## src/rtl/sandpile_drop_scheduler.sv

```systemverilog
// Drop scheduler for the sandpile array: arbitrates two requesters plus an
// auto-drop generator into a small FIFO and issues at most one drop per frame.
module sandpile_drop_scheduler #(
    parameter int COORD_W    = 9,
    parameter int FIFO_DEPTH = 4,
    parameter int PERIOD_W   = 8
) (
    input  logic                            clk,
    input  logic                            rst,
    input  logic                            new_frame_i,
    input  logic [COORD_W-1:0]              resolution_i,
    input  logic                            req_a_i,
    input  logic [COORD_W-1:0]              x_a_i,
    input  logic [COORD_W-1:0]              y_a_i,
    output logic                            ack_a_o,
    input  logic                            req_b_i,
    input  logic [COORD_W-1:0]              x_b_i,
    input  logic [COORD_W-1:0]              y_b_i,
    output logic                            ack_b_o,
    input  logic                            auto_en_i,
    input  logic [PERIOD_W-1:0]             auto_period_i,
    output logic                            drop_o,
    output logic [COORD_W-1:0]              drop_x_o,
    output logic [COORD_W-1:0]              drop_y_o,
    output logic [$clog2(FIFO_DEPTH):0]     fifo_count_o,
    output logic                            overflow_o
);
    localparam int PTR_W = $clog2(FIFO_DEPTH);
    localparam int CNT_W = PTR_W + 1;
    localparam logic [CNT_W-1:0] FULL_CNT = CNT_W'(FIFO_DEPTH);

    typedef enum logic [1:0] {S_IDLE, S_ISSUE, S_WAIT} state_t;

    state_t               r_state, w_state_next;
    logic [COORD_W-1:0]   r_mem_x [FIFO_DEPTH];
    logic [COORD_W-1:0]   r_mem_y [FIFO_DEPTH];
    logic [PTR_W-1:0]     r_wr_ptr, r_rd_ptr;
    logic [CNT_W-1:0]     r_count;
    logic                 r_rr_b;
    logic [PERIOD_W-1:0]  r_auto_cnt;
    logic                 r_pending;

    logic [COORD_W-1:0]   w_res;
    logic [PERIOD_W-1:0]  w_period;
    logic [PERIOD_W:0]    w_cnt_inc;
    logic                 w_full, w_grant_a, w_grant_b, w_grant_auto, w_push, w_pop;
    logic                 w_period_done;
    logic [COORD_W-1:0]   w_push_x, w_push_y;

    function automatic logic [COORD_W-1:0] clamp(input logic [COORD_W-1:0] c,
                                                 input logic [COORD_W-1:0] r);
        return (c >= r) ? r - 1'b1 : c;
    endfunction

    assign w_res    = (resolution_i == '0) ? COORD_W'(1) : resolution_i;
    assign w_period = (auto_period_i == '0) ? PERIOD_W'(1) : auto_period_i;
    assign w_full   = (r_count == FULL_CNT);

    // Round-robin only matters when both requesters contend; auto is last resort.
    assign w_grant_a    = req_a_i && !w_full && (!req_b_i || !r_rr_b);
    assign w_grant_b    = req_b_i && !w_full && (!req_a_i || r_rr_b);
    assign w_grant_auto = auto_en_i && r_pending && !req_a_i && !req_b_i && !w_full;
    assign w_push       = w_grant_a || w_grant_b || w_grant_auto;
    assign w_pop        = (r_state == S_ISSUE);
    assign ack_a_o      = w_grant_a;
    assign ack_b_o      = w_grant_b;

    always_comb begin
        w_push_x = w_res >> 1;
        w_push_y = w_res >> 1;
        if (w_grant_a) begin
            w_push_x = clamp(x_a_i, w_res);
            w_push_y = clamp(y_a_i, w_res);
        end else if (w_grant_b) begin
            w_push_x = clamp(x_b_i, w_res);
            w_push_y = clamp(y_b_i, w_res);
        end
    end

    assign w_cnt_inc     = {1'b0, r_auto_cnt} + (PERIOD_W+1)'(1);
    assign w_period_done = auto_en_i && new_frame_i && (w_cnt_inc >= {1'b0, w_period});
    assign overflow_o    = w_period_done && w_full;

    always_ff @(posedge clk) begin
        if (w_push) begin
            r_mem_x[r_wr_ptr] <= w_push_x;
            r_mem_y[r_wr_ptr] <= w_push_y;
        end
    end

    always_ff @(posedge clk or posedge rst) begin
        if (rst) begin
            r_wr_ptr <= '0;
            r_rd_ptr <= '0;
            r_count  <= '0;
            r_rr_b   <= 1'b0;
        end else begin
            if (w_push) r_wr_ptr <= r_wr_ptr + 1'b1;
            if (w_pop)  r_rd_ptr <= r_rd_ptr + 1'b1;
            unique case ({w_push, w_pop})
                2'b10:   r_count <= r_count + CNT_W'(1);
                2'b01:   r_count <= r_count - CNT_W'(1);
                default: r_count <= r_count;
            endcase
            if (w_grant_a)      r_rr_b <= 1'b1;
            else if (w_grant_b) r_rr_b <= 1'b0;
        end
    end

    // A newly completed period takes precedence over consuming the old request.
    always_ff @(posedge clk or posedge rst) begin
        if (rst) begin
            r_auto_cnt <= '0;
            r_pending  <= 1'b0;
        end else if (!auto_en_i) begin
            r_auto_cnt <= '0;
            r_pending  <= 1'b0;
        end else begin
            if (w_grant_auto) r_pending <= 1'b0;
            if (new_frame_i) begin
                if (w_period_done) begin
                    r_auto_cnt <= '0;
                    if (!w_full) r_pending <= 1'b1;
                end else begin
                    r_auto_cnt <= w_cnt_inc[PERIOD_W-1:0];
                end
            end
        end
    end

    always_ff @(posedge clk or posedge rst) begin
        if (rst) r_state <= S_IDLE;
        else     r_state <= w_state_next;
    end

    always_comb begin
        w_state_next = r_state;
        unique case (r_state)
            S_IDLE:  if (new_frame_i && r_count != '0) w_state_next = S_ISSUE;
            S_ISSUE: w_state_next = S_WAIT;
            S_WAIT:  if (!new_frame_i) w_state_next = S_IDLE;
            default: w_state_next = S_IDLE;
        endcase
    end

    always_comb begin
        drop_o   = 1'b0;
        drop_x_o = '0;
        drop_y_o = '0;
        if (r_state == S_ISSUE) begin
            drop_o   = 1'b1;
            drop_x_o = r_mem_x[r_rd_ptr];
            drop_y_o = r_mem_y[r_rd_ptr];
        end
    end

    assign fifo_count_o = r_count;
endmodule

```

## config.mk

```make
export PLATFORM = sky130hd
export DESIGN_NAME = sandpile_drop_scheduler
export DESIGN_NICKNAME = d
export VERILOG_FILES = /design/src/rtl/sandpile_drop_scheduler.sv
export SDC_FILE = /design/constraint.sdc
export NUM_CORES = 1
export LEC_CHECK = 0
export ABC_AREA = 1
export CORE_MARGIN = 2
export CORE_UTILIZATION = 55
export CTS_CLUSTER_DIAMETER = 120
export CTS_CLUSTER_SIZE = 12
export DETAILED_ROUTE_END_ITERATION = 12
export DONT_BUFFER_PORTS = 1
export GPL_TIMING_DRIVEN = 0
export PLACE_DENSITY = 0.7
export SLEW_MARGIN = 25
export SYNTH_ARGS = -nofsm -noshare
export SYNTH_HDL_FRONTEND = slang
export SYNTH_SLANG_ARGS = --single-unit
export TNS_END_PERCENT = 30
```

## constraint.sdc

```tcl
create_clock -name clk -period 2.55 [get_ports clk]
set_clock_uncertainty 0.1 [all_clocks]
set_input_delay 0.51 -clock clk [delete_from_list [all_inputs] [get_ports clk]]
set_output_delay 0.51 -clock clk [all_outputs]
set_load 0.01 [all_outputs]
```

==> results of run 1 <==
-- power by group through the flow --
stage	Combinational, mW	Sequential [mW]	Clock (mW)
after floorplan	1.80	2.42	0
after global placement	2.37	2.46	0
after detailed placement	2.47	2.48	0
after CTS	2.54	2.44	0.937
after global routing	2.97	2.49	0.996
final	2.64	2.45	0.920
-- what timing repair did --
item / in CTS / in global routing
resized for setup: 16 / 40
pin swaps: 10 / 15
hold buffers: 0 / 0
endpoints found under the setup margin: 24 / 100
endpoints found under the hold margin: 0 / 0
setup buffers: 22 / 17
-- synthesized netlist by cell type --
cell type	n
a21boi_1	1
nand4_4	2
nand4_1	6
o21bai_1	1
ha_1	51
dfrtp_1	19
nand3_4	1
o21ai_0	48
xor2_1	13
nor3_1	2
inv_4	1
edfxtp_1	72
a21oi_1	48
a41o_1	1
xnor2_1	2
nor2_2	6
nand2_2	3
nand3_1	20
nand3_2	3
nand3b_4	1
buf_4	1
o211ai_1	14
and2_4	1
nor2_4	1
nand4_2	2
nand2_1	149
nor4_1	2
clkinv_1	2
nand2_4	2
buf_2	7
buf_1	1
nor3_4	2
inv_2	10
a21o_1	2
nor3_2	3
inv_1	87
a21oi_2	4
clkbuf_1	4
buf_6	6
o21ai_1	7
o21a_1	1
nor2_1	119
fa_1	1
nand3b_1	3
-- cell families (layout without fill, tap and decap cells) --
group / count (synthesis) / after routing / share of synthesized area, %
xor gates and xnor gates: 15 / 15 / 2.146
adders and majority gates: 52 / 52 / 10.75
buffers and inverters: 119 / 164 / 8.277
DFF: 91 / 91 / 43.08
and+or+nand+nor: 328 / 328 / 24.26
AOI/OAI and AO/OA: 127 / 127 / 11.49
-- per-layer routing --
metal  vias to the layer above  track usage [%]  part of all wire [%]
met3                        24            6.817                   7.7
met1                      2316            33.83                    41
li1                       2495                -                     -
met2                       167            44.93                    49
met4                         0            11.21                   2.3
met5                         -                0                     0
-- placed cells by master, fill, tap and decap left out, drive strengths merged, types with 2 or more instances in the layout --
cell	n
edfxtp	72
nand3b	4
buf	42
nand2	154
o21ai	55
a21oi	52
nor3	7
a21o	2
inv	98
nand4	10
o211ai	14
nand3	24
xor2	13
nor2	126
clkinvlp	2
ha	51
clkinv	3
xnor2	2
dfrtp	19
nor4	2
clkbuf	19
-- per-stage QoR --
step / cells / util [%]
after floorplan: 732 / -
after CTS: 910 / 61.85
final: 917 / 63.49
after global routing: 917 / 63.49
after detailed placement: 872 / 58.09
after global placement: 872 / 58.09
-- flip-flops by register name, summed over array words and instances, names as in the netlist --
register / count
r_rd_ptr: 2
r_auto_cnt: 8
r_mem_x: 36
r_rr_b: 1
r_state: 2
r_wr_ptr: 2
r_mem_y: 36
r_pending: 1
fifo_count_o: 3
-- area by class of cell --
type | count | area (um2) | share of cell area, %
Sequential cell | 91 | 2640 | 38.36
Timing Repair Buffer | 29 | 247.7 | 3.599
Inverter | 100 | 390.4 | 5.672
Multi-Input combinational cell | 522 | 3102 | 45.06
Buffer | 19 | 137.6 | 2.000
Tap cell | 140 | 175.2 | 2.545
Clock buffer | 13 | 168.9 | 2.454
Clock inverter | 3 | 21.27 | 0.3090
-- worst paths after layout --
kind	depth (start not counted)	slack (ps)	to
setup / recovery	14	-380	overflow_o
hold reg to reg	1	330	r_state[0]$_DFFE_PP0P_
min in group clk	2	180	r_auto_cnt[3]$_DFFE_PP0P_
hold / removal	1	70	r_rd_ptr[1]$_DFFE_PP0P_
max in group asynchronous	1	1750	fifo_count_o[0]$_DFFE_PP0P_
setup reg to reg	16	40	r_auto_cnt[7]$_DFFE_PP0P_
==> flow_summary.ini, run 1 <==
[status]
status = finished, violations left
violations = setup timing

[worst_setup_path]
critPathRequiredTime_ps = 1940
rr_startpoint = r_auto_cnt[0]$_DFFE_PP0P_
endpoint_kind = output port
critical_path_arrival_ps = 2320
cpMaxStageDelayCell = dfrtp_1
max_stage_delay_ps = 390
worstSetupStartpointType = flop
critPathBufInv = 1
cpLargestDelayFamily = simple AND/OR/NAND/NOR gates
criticalPathCategory = flop to output port
worstPathCellList = ha_2, buf_4, xor2_2, ha_1, nand2_1, nor2_1, o21bai_1, nand2_1, nand2_1, nand2_1, nand2_1, nand2_2, nand2_2, nor2_4
crit_fanout = 2
cpMostUsedCell = nand2_1
setup.worst_path.start = r_auto_cnt[0]$_DFFE_PP0P_

[die]
die_area_um2 = 11990
ioPinCount = 84
row_count = 38
coreArea_um2 = 10840
fp.dieH_um = 109.5
start_util_pct = 56.48
die_w_um = 109.5

[job]
maxCapViolCount = 0

[place]
place.gp.congestion = 0.9756
place.detailed.hpwl_um = 11320
portBuffers = 0
dp_slack_ps = -407.5
placed_area_um2 = 6297

[final_layout]
final_cell_area_um2 = 6883
nets = 883
antennaDiodeCount = 0
drive_gt1_share_pct = 17.12
num-fill-cells = 966
syn_to_final_growth_pct = 12.43

[drt]
ant_nets = 0
drc_errors = 0
first_pass_iters = 4
num_vias = 5002
drt_first_iter_violations = 349
wl_per_cell_um = 17.03
wl_um = 15620
drt-vias-per-instance = 5.455

[pwr]
p_leak_nw = 3.165
power.share.sequential_pct = 40.7
intPower_mw = 3.506
ir_drop_v = 0.0004760
power_frac_comb_pct = 43.9
p_clk_share_pct = 15.3
power.density_nw_per_um2 = 873.2
power_mw = 6.010
switching_share_pct = 41.67
power.switching_mw = 2.504

[grt]
grt_pass1_vias = 4943
overflow = 0
grt_max_degree = 20
track_usage_pct = 27.11
antenna_found_initial = 0
grt_pass1_wl_um = 24360

[timing]
setup_tns_ps = -377.2
rsz0062_at_grt = true
relSlewSlack_pct = 46.04
hold_violations = 0
timing.final.ws_setup_ps = -377.2
finalMaxSlewViolations = 0
tightest_slew_ps = 808.5
layout_min_cycle_time_ps = 2927
whs_ps = 65.40
setup_viol = 1
period_share_pct = 114.8
max_freq_mhz = 341.6

[yosys]
synth_area_leaders = edfxtp_1, ha_1, nand2_1
netlist_area_um2 = 6122
ys_types = 44
synth_fp_nets = 843
synth.largest_area_cell = edfxtp_1
netlist.area_leader.share_pct = 35.32
syn_area_per_cell_um2 = 8.364
syn_inst = 732
yosysSeqAreaShare_pct = 43.08
ys_seq_elements = 91
yosys_warnings = 0

[cts]
cts.sinks = 91
cts-root-buf = clkbuf_8
h-tree-depth = 3
worstSkewPairLatency_ps = 360
cts_tree = yes
clk_pin_slew_ps = 90
cts_buffers = 9
clk_path_buf_depth = 2

[hold_path]
min_path_type = input pin to asynchronous set/reset pin
No activity file was read; power rests on OpenSTA's default activity.
==> inputs of run 2 (changes only) <==
CORE_ASPECT_RATIO = 1.5   (was default)
==> flow_summary.ini, run 2 (same netlist as run 1, synthesis figures left out) <==
[die]
ioPinCount = 84
start_util_pct = 55.97
die_w_um = 90.15
row_count = 47
coreArea_um2 = 10940
die_area_um2 = 12010
fp.dieH_um = 133.2

[cts]
cts.sinks = 91
clk_pin_slew_ps = 60
clk_path_buf_depth = 2
cts-root-buf = clkbuf_16
postCtsHoldBufs = 0
worstSkewPairLatency_ps = 340
cts_buffers = 9
h-tree-depth = 3
cts_tree = yes

[job]
maxCapViolCount = 0

[grt]
antenna_found_initial = 0
track_usage_pct = 27.00
grt_max_degree = 20
overflow = 0
grt_pass1_wl_um = 25310
grt_pass1_vias = 5133

[final_layout]
layout_commonest_cell = nand2_1
drive_gt1_share_pct = 16.56
syn_to_final_growth_pct = 13.90
final_cell_mix = nand2_1, nor2_1, inv_1, edfxtp_1, ha_1
final_cell_area_um2 = 6973
reg_top3 = r_mem_x: 36 flops, r_mem_y: 36 flops, r_auto_cnt: 8 flops
antennaDiodeCount = 0
nets = 879

[timing]
finalMaxSlewViolations = 0
tightest_slew_ps = 806.4
max_freq_mhz = 331.6
timing.final.ws_setup_ps = -465.6
layout_min_cycle_time_ps = 3016
setup_viol = 9
period_share_pct = 118.3
rsz0062_at_grt = true
hold_violations = 0
relSlewSlack_pct = 46.18

[status]
status = finished, violations left
violations = setup timing

[worst_setup_path]
worstPathCellList = ha_2, nand3_2, nor2_2, nand2_2, xor2_2, inv_2, ha_4, nand2_2, inv_2, nand4_1, nand2_1, nor2_2, nand2_2, nand2_2, nor2_4
critPathBufInv = 2
endpoint_kind = output port
crit_fanout = 2
worstSetupStartpointType = flop
critPathRequiredTime_ps = 1940
max_stage_delay_ps = 380
cpMaxStageDelayCell = dfrtp_1
cpMostUsedCell = nand2_2
critical_path_arrival_ps = 2410
cpLargestDelayFamily = simple AND/OR/NAND/NOR gates
criticalPathCategory = flop to output port

[pwr]
power.density_nw_per_um2 = 906.7
p_leak_nw = 3.138
ir_drop_v = 0.0003814

[drt]
first_pass_iters = 5
wl_per_cell_um = 17.81
drt-vias-per-instance = 5.577
num_vias = 5131
wl_um = 16390
drt_first_iter_violations = 289
drc_errors = 0
ant_nets = 0

[place]
placed_area_um2 = 6306
portBuffers = 0
place.gp.congestion = 1.035
place.detailed.hpwl_um = 11850
dp_slack_ps = -426.1

[hold_path]
min_path_type = input pin to asynchronous set/reset pin
## run 2: timing repair
action                     in CTS  in global routing
buffers inserted               17                 14
gates resized for setup        20                 41
pin swaps                       3                 27
setup endpoints to repair      84                146
## run 2: final timing paths
| path | startpoint | slack, ps | end | cells past startpoint |
|---|---|---|---|---|
| setup / recovery | r_auto_cnt[0]$_DFFE_PP0P_ | -470 | overflow_o | 15 |
| hold / removal | rst | 90 | fifo_count_o[2]$_DFFE_PP0P_ | 1 |
| setup reg to reg | r_auto_cnt[0]$_DFFE_PP0P_ | -110 | r_auto_cnt[4]$_DFFE_PP0P_ | 18 |
| hold reg to reg | r_state[0]$_DFFE_PP0P_ | 340 | r_state[0]$_DFFE_PP0P_ | 1 |
| max in group asynchronous | rst | 1780 | r_auto_cnt[4]$_DFFE_PP0P_ | 1 |
| min in group clk | auto_en_i | 220 | r_auto_cnt[1]$_DFFE_PP0P_ | 2 |
## run 2: power breakdown
group          total (mW)  switching [mW]  internal, mW
Combinational        2.72            1.89         0.824
Clock                1.15           0.503         0.651
Sequential           2.45           0.193          2.26
## run 2: area by class of cell
| class | count | area [um2] |
|---|---|---|
| flip-flops and latches | 91 | 2638 |
| inverters | 100 | 410.4 |
| well taps | 147 | 183.9 |
| plain buffers | 19 | 131.4 |
| clock inverters | 4 | 17.52 |
| multi-input cells | 522 | 3153 |
| clock buffers | 12 | 236.5 |
| repair buffers | 25 | 202.7 |
| fillers | 964 | 3965 |
## run 2: per-layer routing
metal  track usage (%)  vias to the layer above  share of wire, %
li1                  -                     2494                 -
met1             29.31                     2408                37
met2             50.88                      189                53
met3             5.090                       40               6.4
met4             11.54                        0               3.9
met5                 0                        -                 0
## run 2: metrics by stage
stage | utilization, % | total power, mW | TNS (ps) | cells | hold WS, ps
floorplan | - | 4.224 | 0 | 732 | 309.2
global placement | 57.65 | 4.843 | -25680 | 879 | 321.5
detailed placement | 57.65 | 4.975 | -28060 | 879 | 335.7
CTS | 61.71 | 6.206 | -705.5 | 912 | 125.1
global route | 63.75 | 6.728 | -2093 | 920 | 155.2
finish | 63.75 | 6.323 | -1226 | 920 | 90.89
==> inputs of run 3 (changes only) <==
DONT_BUFFER_PORTS = default   (was 1)
PLACE_DENSITY = 0.8   (was 0.7)
==> flow_summary.ini, run 3 (same netlist as run 1, synthesis figures left out) <==
[die]
row_count = 47
ioPinCount = 84
coreArea_um2 = 10940
fp.dieH_um = 133.2
start_util_pct = 55.97
die_w_um = 90.15
die_area_um2 = 12010

[grt]
grt_pass1_vias = 5734
overflow = 0
grt_pass1_wl_um = 27120
antenna_found_initial = 0
grt_max_degree = 20
track_usage_pct = 28.49

[final_layout]
nets = 975
multi_input_area_um2 = 3199
drive_gt1_share_pct = 18.76
reg_top3 = r_mem_x: 36 flops, r_mem_y: 36 flops, r_auto_cnt: 8 flops
antennaDiodeCount = 0
layout_commonest_cell = nand2_1
num-fill-cells = 825
syn_to_final_growth_pct = 30.49
regArea_um2 = 2641
final_cell_mix = nand2_1, nor2_1, inv_1, edfxtp_1, clkdlybuf4s50_1

[worst_setup_path]
critPathBufInv = 2
criticalPathCategory = flop to output port
endpoint_kind = output port
critPathRequiredTime_ps = 1940
reg2reg_depth = 17
worstSetupStartpointType = flop
cp.depth = 14
cpMostUsedCell = nand2_1
rr_endpoint = r_auto_cnt[7]$_DFFE_PP0P_
crit_fanout = 2
rr_startpoint = r_auto_cnt[0]$_DFFE_PP0P_
worstPathCellList = ha_4, nand3_4, xor2_1, inv_1, ha_4, nand2_1, nor2_1, nand4_1, nand2_1, nor2_2, nand2_2, nand2_1, nor2_1, buf_2
ff2ff_setup_slack_ps = -170
cpMaxStageDelayCell = dfrtp_2
critical_path_arrival_ps = 2510
cpLargestDelayFamily = simple AND/OR/NAND/NOR gates
max_stage_delay_ps = 440

[timing]
timing.final.ws_setup_ps = -565.5
tightest_slew_ps = 803.2
max_freq_mhz = 321.0
period_share_pct = 122.2
rsz0062_at_grt = true
setup_tns_ps = -1827
relSlewSlack_pct = 46.39
setup_viol = 9
layout_min_cycle_time_ps = 3115
hold_violations = 0
finalMaxSlewViolations = 0

[cts]
clk_path_buf_depth = 2
cts.sinks = 91
clk_pin_slew_ps = 60
cts_buffers = 9
h-tree-depth = 3
cts-root-buf = clkbuf_16
worstSkewPairLatency_ps = 340
cts_tree = yes

[drt]
num_vias = 5608
first_pass_iters = 5
drt_first_iter_violations = 337
wl_met2_um = 9509
route.met3.wl_um = 868
wl_um = 17750
ant_nets = 0
drt-vias-per-instance = 5.520
drc_errors = 0
met1Wirelength_um = 6351
highest_layer = met4
wl_per_cell_um = 17.47

[pwr]
switching_share_pct = 39.05
p_leak_nw = 3.676
power.switching_mw = 2.710
intPower_mw = 4.230
power_mw = 6.941
p_clk_share_pct = 18.4
ir_drop_v = 0.0004197
power.share.sequential_pct = 35.3
power_frac_comb_pct = 46.2
power.density_nw_per_um2 = 868.8

[hold_path]
min_from = r_state[0]$_DFFE_PP0P_
hold_path_depth = 1
min_path_type = flop to flop
min_to = r_state[0]$_DFFE_PP0P_

[place]
place.gp.congestion = 0.9207
portBuffers = 83
place.detailed.hpwl_um = 12450

[status]
status = finished, violations left
violations = setup timing

[job]
maxCapViolCount = 0
## run 3: cell count changes in the layout (fill, tap and decap cells not counted), sizes merged
cell,previous run,this run
clkinvlp,5,4
clkbuf,17,21
dlymetal6s2s,0,2
inv,94,95
clkdlybuf4s50,0,52
clkdlybuf4s15,0,1
dlygate4sd2,0,20
buf,39,55
bufinv,0,1
## run 3: final cells by class
type	count	area share, %
buffer	19	2.193
clock buffer	11	2.913
clock inverter	5	0.6735
inverter	100	5.215
multi-input combinational	522	40.05
sequential	91	33.06
tap	147	2.302
timing repair buffer	121	13.59
## run 3: power groups by stage
stage / clock, mW / sequential (mW) / combinational (mW)
after detailed placement: 0 / 2.47 / 2.86
after floorplan: 0 / 2.42 / 1.80
after global placement: 0 / 2.44 / 2.75
after CTS: 1.29 / 2.45 / 3.01
final: 1.28 / 2.45 / 3.21
after global routing: 1.34 / 2.49 / 3.52
## run 3: through the flow
step	utilization (%)	cells	setup slack [ps]	hold slack, ps	instance area, um2
global placement	65.25	962	-870.8	322.8	7137
CTS	70.61	998	-447.2	338.0	7724
detailed placement	65.25	962	-957.0	330.6	7137
floorplan	-	732	56.38	309.2	6122
global route	73.04	1016	-672.5	365.2	7989
finish	73.04	1016	-565.5	346.0	7989
## run 3: how the worst max path moves through the flow
stage	startpoint	to	slack, ps
2_1_floorplan	r_auto_cnt[0]$_DFFE_PP0P_	overflow_o	60
3_3_place_gp	resolution_i[1]	r_mem_x[0][6]$_DFFE_PP_	-870
4_1_cts	r_auto_cnt[1]$_DFFE_PP0P_	overflow_o	-450
6_report	r_auto_cnt[0]$_DFFE_PP0P_	overflow_o	-570
5_1_grt	r_auto_cnt[0]$_DFFE_PP0P_	overflow_o	-670
3_5_place_dp	resolution_i[1]	r_mem_y[1][6]$_DFFE_PP_	-960
## run 3: repair_timing
action	CTS	global route
cloned	1	1
hold endpoints to repair	0	0
setup buffers	19	17
hold buffers	0	0
endpoints found under the setup margin	156	156
gates resized for setup	88	56
pin swaps	17	30
## run 3: per-layer routing
layer / up-vias / GRT usage, %
met4: 0 / 18.03
met1: 2585 / 30.05
met3: 70 / 3.224
met5: - / 0
met2: 258 / 53.38
li1: 2695 / -
